<file path="src/rtl/cordic_req_sched.sv">
// Two-requester scheduler for a shared CORDIC/output-select path.
// Round-robin grant, one launch per operation, WAIT timeout, registered response.
`timescale 1ns/1ps
module cordic_req_sched #(
    parameter int unsigned TIMEOUT = 64
) (
    input  logic        clk,
    input  logic        rst_n,
    input  logic        req0_valid,
    input  logic [1:0]  req0_op,
    input  logic [31:0] req0_angle,
    output logic        req0_ready,
    input  logic        req1_valid,
    input  logic [1:0]  req1_op,
    input  logic [31:0] req1_angle,
    output logic        req1_ready,
    output logic        core_start,
    output logic [3:0]  core_select,
    output logic [31:0] core_angle,
    input  logic        core_valid,
    input  logic [16:0] core_result,
    output logic        rsp_valid,
    output logic        rsp_id,
    output logic [16:0] rsp_data,
    output logic        rsp_err,
    output logic        busy
);

    typedef enum logic [1:0] {IDLE, ISSUE, WAIT, RESP} state_t;

    localparam logic [7:0] CNT_LAST = 8'(TIMEOUT - 1);

    state_t      state_q, state_d;
    logic [7:0]  cnt_q, cnt_d;
    logic        last_q, last_d;
    logic        id_q, id_d;
    logic        ready0_q, ready0_d;
    logic        ready1_q, ready1_d;
    logic        start_q, start_d;
    logic [3:0]  select_q, select_d;
    logic [31:0] angle_q, angle_d;
    logic        rsp_valid_q, rsp_valid_d;
    logic        rsp_id_q, rsp_id_d;
    logic [16:0] rsp_data_q, rsp_data_d;
    logic        rsp_err_q, rsp_err_d;
    logic        busy_q, busy_d;

    logic        grant1;
    logic [1:0]  grant_op;

    // On a tie the requester that did not win last time is granted.
    assign grant1   = req1_valid && (!req0_valid || !last_q);
    assign grant_op = grant1 ? req1_op : req0_op;

    always_comb begin
        state_d     = state_q;
        cnt_d       = cnt_q;
        last_d      = last_q;
        id_d        = id_q;
        ready0_d    = 1'b0;
        ready1_d    = 1'b0;
        start_d     = 1'b0;
        select_d    = select_q;
        angle_d     = angle_q;
        rsp_valid_d = 1'b0;
        rsp_id_d    = rsp_id_q;
        rsp_data_d  = rsp_data_q;
        rsp_err_d   = rsp_err_q;

        unique case (state_q)
            IDLE: begin
                if (req0_valid || req1_valid) begin
                    ready0_d = !grant1;
                    ready1_d = grant1;
                    last_d   = grant1;
                    id_d     = grant1;
                    start_d  = 1'b1;
                    angle_d  = grant1 ? req1_angle : req0_angle;
                    unique case (grant_op)
                        2'b01:   select_d = 4'b0001;
                        2'b10:   select_d = 4'b0010;
                        2'b11:   select_d = 4'b0100;
                        default: select_d = 4'b0000;
                    endcase
                    state_d  = ISSUE;
                end
            end
            ISSUE: begin
                cnt_d   = '0;
                state_d = WAIT;
            end
            WAIT: begin
                // core_valid is tested first so it wins over a coincident timeout.
                if (core_valid) begin
                    rsp_valid_d = 1'b1;
                    rsp_id_d    = id_q;
                    rsp_data_d  = core_result;
                    rsp_err_d   = 1'b0;
                    state_d     = RESP;
                end else if (cnt_q == CNT_LAST) begin
                    rsp_valid_d = 1'b1;
                    rsp_id_d    = id_q;
                    rsp_data_d  = '0;
                    rsp_err_d   = 1'b1;
                    state_d     = RESP;
                end else begin
                    cnt_d = cnt_q + 8'd1;
                end
            end
            RESP: begin
                state_d = IDLE;
            end
            default: state_d = IDLE;
        endcase

        busy_d = (state_d != IDLE);
    end

    always_ff @(posedge clk or negedge rst_n) begin
        if (!rst_n) begin
            state_q     <= IDLE;
            cnt_q       <= '0;
            last_q      <= 1'b1;
            id_q        <= 1'b0;
            ready0_q    <= 1'b0;
            ready1_q    <= 1'b0;
            start_q     <= 1'b0;
            select_q    <= '0;
            angle_q     <= '0;
            rsp_valid_q <= 1'b0;
            rsp_id_q    <= 1'b0;
            rsp_data_q  <= '0;
            rsp_err_q   <= 1'b0;
            busy_q      <= 1'b0;
        end else begin
            state_q     <= state_d;
            cnt_q       <= cnt_d;
            last_q      <= last_d;
            id_q        <= id_d;
            ready0_q    <= ready0_d;
            ready1_q    <= ready1_d;
            start_q     <= start_d;
            select_q    <= select_d;
            angle_q     <= angle_d;
            rsp_valid_q <= rsp_valid_d;
            rsp_id_q    <= rsp_id_d;
            rsp_data_q  <= rsp_data_d;
            rsp_err_q   <= rsp_err_d;
            busy_q      <= busy_d;
        end
    end

    assign req0_ready  = ready0_q;
    assign req1_ready  = ready1_q;
    assign core_start  = start_q;
    assign core_select = select_q;
    assign core_angle  = angle_q;
    assign rsp_valid   = rsp_valid_q;
    assign rsp_id      = rsp_id_q;
    assign rsp_data    = rsp_data_q;
    assign rsp_err     = rsp_err_q;
    assign busy        = busy_q;

endmodule

</file>
<file path="config.mk">
export PLATFORM = sky130hd
export DESIGN_NAME = cordic_req_sched
export DESIGN_NICKNAME = d
export VERILOG_FILES = /design/src/rtl/cordic_req_sched.sv
export SDC_FILE = /design/constraint.sdc
export NUM_CORES = 1
export LEC_CHECK = 0
export CAP_MARGIN = 20
export CORE_ASPECT_RATIO = 1.5
export CORE_MARGIN = 5
export CORE_UTILIZATION = 42
export DETAILED_ROUTE_END_ITERATION = 8
export GPL_TIMING_DRIVEN = 0
export MAX_ROUTING_LAYER = met4
export PLACE_DENSITY = 0.81
export SYNTH_ARGS = -nofsm -noshare
export SYNTH_HDL_FRONTEND = slang
export SYNTH_SLANG_ARGS = --single-unit
export TNS_END_PERCENT = 50
</file>
<file path="constraint.sdc">
create_clock -name clk -period 2.2 [get_ports clk]
set_input_delay 0.44 -clock clk [delete_from_list [all_inputs] [get_ports clk]]
set_output_delay 0.44 -clock clk [all_outputs]
set_load 0.01 [all_outputs]
</file>
==> flow_metrics.tcl, run 1 <==
set metrics [dict create \
    start_kind "flip-flop" \
    yosys_register_bits 71 \
    fp.dieW_um 82.3 \
    holdCritPathClass "input port to asynchronous set/reset pin" \
    antenna_found_initial 0 \
    critPathArrivalTime_ns 2.20 \
    clk_latency_ns 0.32 \
    drive_gt1_share_pct 9.62 \
    hold_viol 0 \
    syn_to_final_growth_pct 57.8 \
    seq_area_frac_synth_pct 54.0 \
    critPathCaptureType "flip-flop" \
    ios 150 \
    maxSlewViolCount 0 \
    synth_cell_types 46 \
    cts_tree "built" \
    comb_power_share_pct 43.6 \
    seq_area_um2 1780 \
    async_reset_ff_share_pct 100 \
    grt-ovfl-total 0 \
    htreeDepth 3 \
    core_area_um2 7660 \
    cts-root-buf "clkbuf_16" \
    worst-path-max-fanout 10 \
    pwr-share-seq_pct 34.5 \
    die_area_um2 9750 \
    clk_path_buf_depth 2 \
    tightest_slew_ns 0.892 \
    max_freq_ghz 0.512 \
    clkSlewWorstSetupHoldPaths_ns 0.05 \
    antenna_left 0 \
    ctsHoldBuffers 0 \
    mostFrequentLayoutCells "147 x clkdlybuf4s50_1, 70 x dfrtp_1, 69 x nand2_1" \
    status "finished clean" \
    skew_ns 0.00234 \
    place.gp.congestion 0.778 \
    syn_inst 314 \
    internal_power_mw 4.24 \
    power.leakage_nw 2.26 \
    max_slew_margin_pct 40.6 \
    dr.pass1.iters 4 \
    portBuffers 148 \
    min_period_ns 1.95 \
    drc_errors 0 \
    switchingPower_mw 2.14 \
    grt_pass1_wl_um 14400 \
    switching_share_pct 33.5 \
    cap_violations 0 \
    hpwl_um 7080 \
    powerDensity_nw_per_um2 1230 \
    rows 39 \
    p_total_mw 6.38 \
    cts_buffers 9 \
    syn_area_um2 3290 \
    critPathRequiredTime_ns 2.45 \
    multi_input_area_um2 1380 \
    routed_wl_um 9120 \
    grt_pass1_vias 3080 \
    crit_type "flip-flop to flip-flop" \
    tns_ns 0 \
    synth_edf_count 0 \
    grt_max_degree 72 \
    drtIter0Drc 121 \
    pwr-share-clk_pct 21.9 \
    fillers 639 \
    final_common_cell "clkdlybuf4s50_1" \
    dp_slack_ns -0.0000313 \
    rsz0062_at_grt "false" \
    start_util_pct 43.0 \
    wl_per_cell_um 15.7 \
    whs_ns 0.219 \
    fin_ws_ns 0.247 \
    cts.sinks 71 \
    synthesis.nets 408 \
    period_share_pct 88.8 \
    num_antenna_cells 0 \
    final_nets 567 \
    setup_viol 0 \
    avgSynthCellArea_um2 10.5 \
    vias_per_cell 5.10 \
    ys_warn_count 0 \
    cts_resized 0 \
    die_h_um 118 \
    track_usage_pct 19.8 \
    post_cts_buffers 0 \
    ys.flop_type "dfrtp_1" \
    ir_drop_v 0.000650 \
    num_vias 2956 \
]
## cells in the mapped netlist, types with 2 or more instances
cell type / n / area share (%)
nor2_1: 7 / 0.80
a21oi_1: 5 / 0.76
nand3b_1: 3 / 0.68
nand4_1: 2 / 0.38
a31oi_1: 6 / 1.1
nor2b_1: 2 / 0.38
clkbuf_1: 5 / 0.57
o21ai_2: 10 / 2.7
nand2b_1: 2 / 0.38
a211oi_1: 3 / 0.68
buf_6: 2 / 0.68
o21ai_0: 41 / 6.2
and4b_1: 2 / 0.61
ha_1: 4 / 1.5
dfrtp_1: 70 / 53
and2_1: 3 / 0.57
or3b_2: 2 / 0.53
nand2_1: 69 / 7.9
a32o_1: 2 / 0.61
buf_2: 10 / 1.5
and3_1: 2 / 0.38
inv_1: 4 / 0.46
nand3_1: 3 / 0.46
mux2i_1: 33 / 10
## cell families (layout without fill, tap and decap cells)
logic type / Yosys count / after routing / share of synthesized area [%]
fa+ha+maj: 4 / 4 / 1.52
compound gates: 76 / 76 / 14.4
other cells: 1 / 1 / 0.114
simple gates: 104 / 104 / 15.4
flops: 71 / 71 / 54.0
buf+inv: 24 / 188 / 4.18
mux: 34 / 34 / 10.4
## critical path, stage by stage (launching register included)
cell and delay, ns:
dfrtp_1 0.38, inv_1 0.08, ha_1 0.27, buf_2 0.21
nand2_1 0.27, clkbuf_1 0.41, nand2_1 0.12, o21ai_2 0.13
## stage by stage
step | cell area (µm²) | instances | utilization, %
after CTS | 5190 | 580 | 67.8
after global placement | 4900 | 564 | 64.0
after global routing | 5190 | 580 | 67.8
after floorplan | 3290 | 314 | -
after detailed placement | 4900 | 564 | 63.9
final | 5190 | 580 | 67.8
## path summary, 6_finish.rpt
path                           startpoint             end  depth (start not counted)  slack, ns
min reg2reg                core_angle[13]  core_angle[13]                          2       0.48
max in group asynchronous           rst_n       rsp_valid                          1       1.38
min                                 rst_n        cnt_q[5]                          1       0.22
max reg2reg                    state_q[0]     rsp_data[4]                          7       0.25
max                            state_q[0]     rsp_data[4]                          7       0.25
min in group clk           core_angle[13]  core_angle[13]                          2       0.48
## power by group through the flow
stage	combinational, mW	sequential [mW]	clock [mW]
floorplan	1.04	2.43	0
global placement	2.74	2.19	0
detailed placement	2.82	2.22	0
CTS	2.83	2.21	1.43
global route	3.05	2.27	1.46
finish	2.78	2.20	1.40
## routing by layer
layer,wire [µm],global-route usage (%),share of wire [%],vias up
li1,-,-,-,1410
met2,4760,33.8,52,117
met3,600,4.64,6.6,15
met4,210,8.21,2.3,0
met5,0,-,0,-
met1,3550,21.5,39,1414
## area by class of cell
type	instances	area share (%)
flip-flops and latches	71	34.2
repair buffers	148	28.5
multi-input cells	219	26.5
clock buffers	14	5.47
well taps	102	2.46
plain buffers	20	2.36
inverters	4	0.289
clock inverters	2	0.241
## sequential cells by signal, indices dropped and copies added, names as in the netlist
name / count
core_select: 3
req1_ready: 1
core_angle: 32
state_q: 2
cnt_q: 8
rsp_valid: 1
rsp_data: 17
last_q: 1
rsp_err: 1
core_start: 1
rsp_id: 1
req0_ready: 1
busy: 1
id_q: 1
(Power assumes the default switching activity.)
==> run 2: changes to the inputs <==
Settings changed: CTS_CLUSTER_DIAMETER from default to 40, GPL_ROUTABILITY_DRIVEN from default to 0.
==> results of run 2 <==
Same layout as run 1: the final DEF is identical, and so are final timing and power.
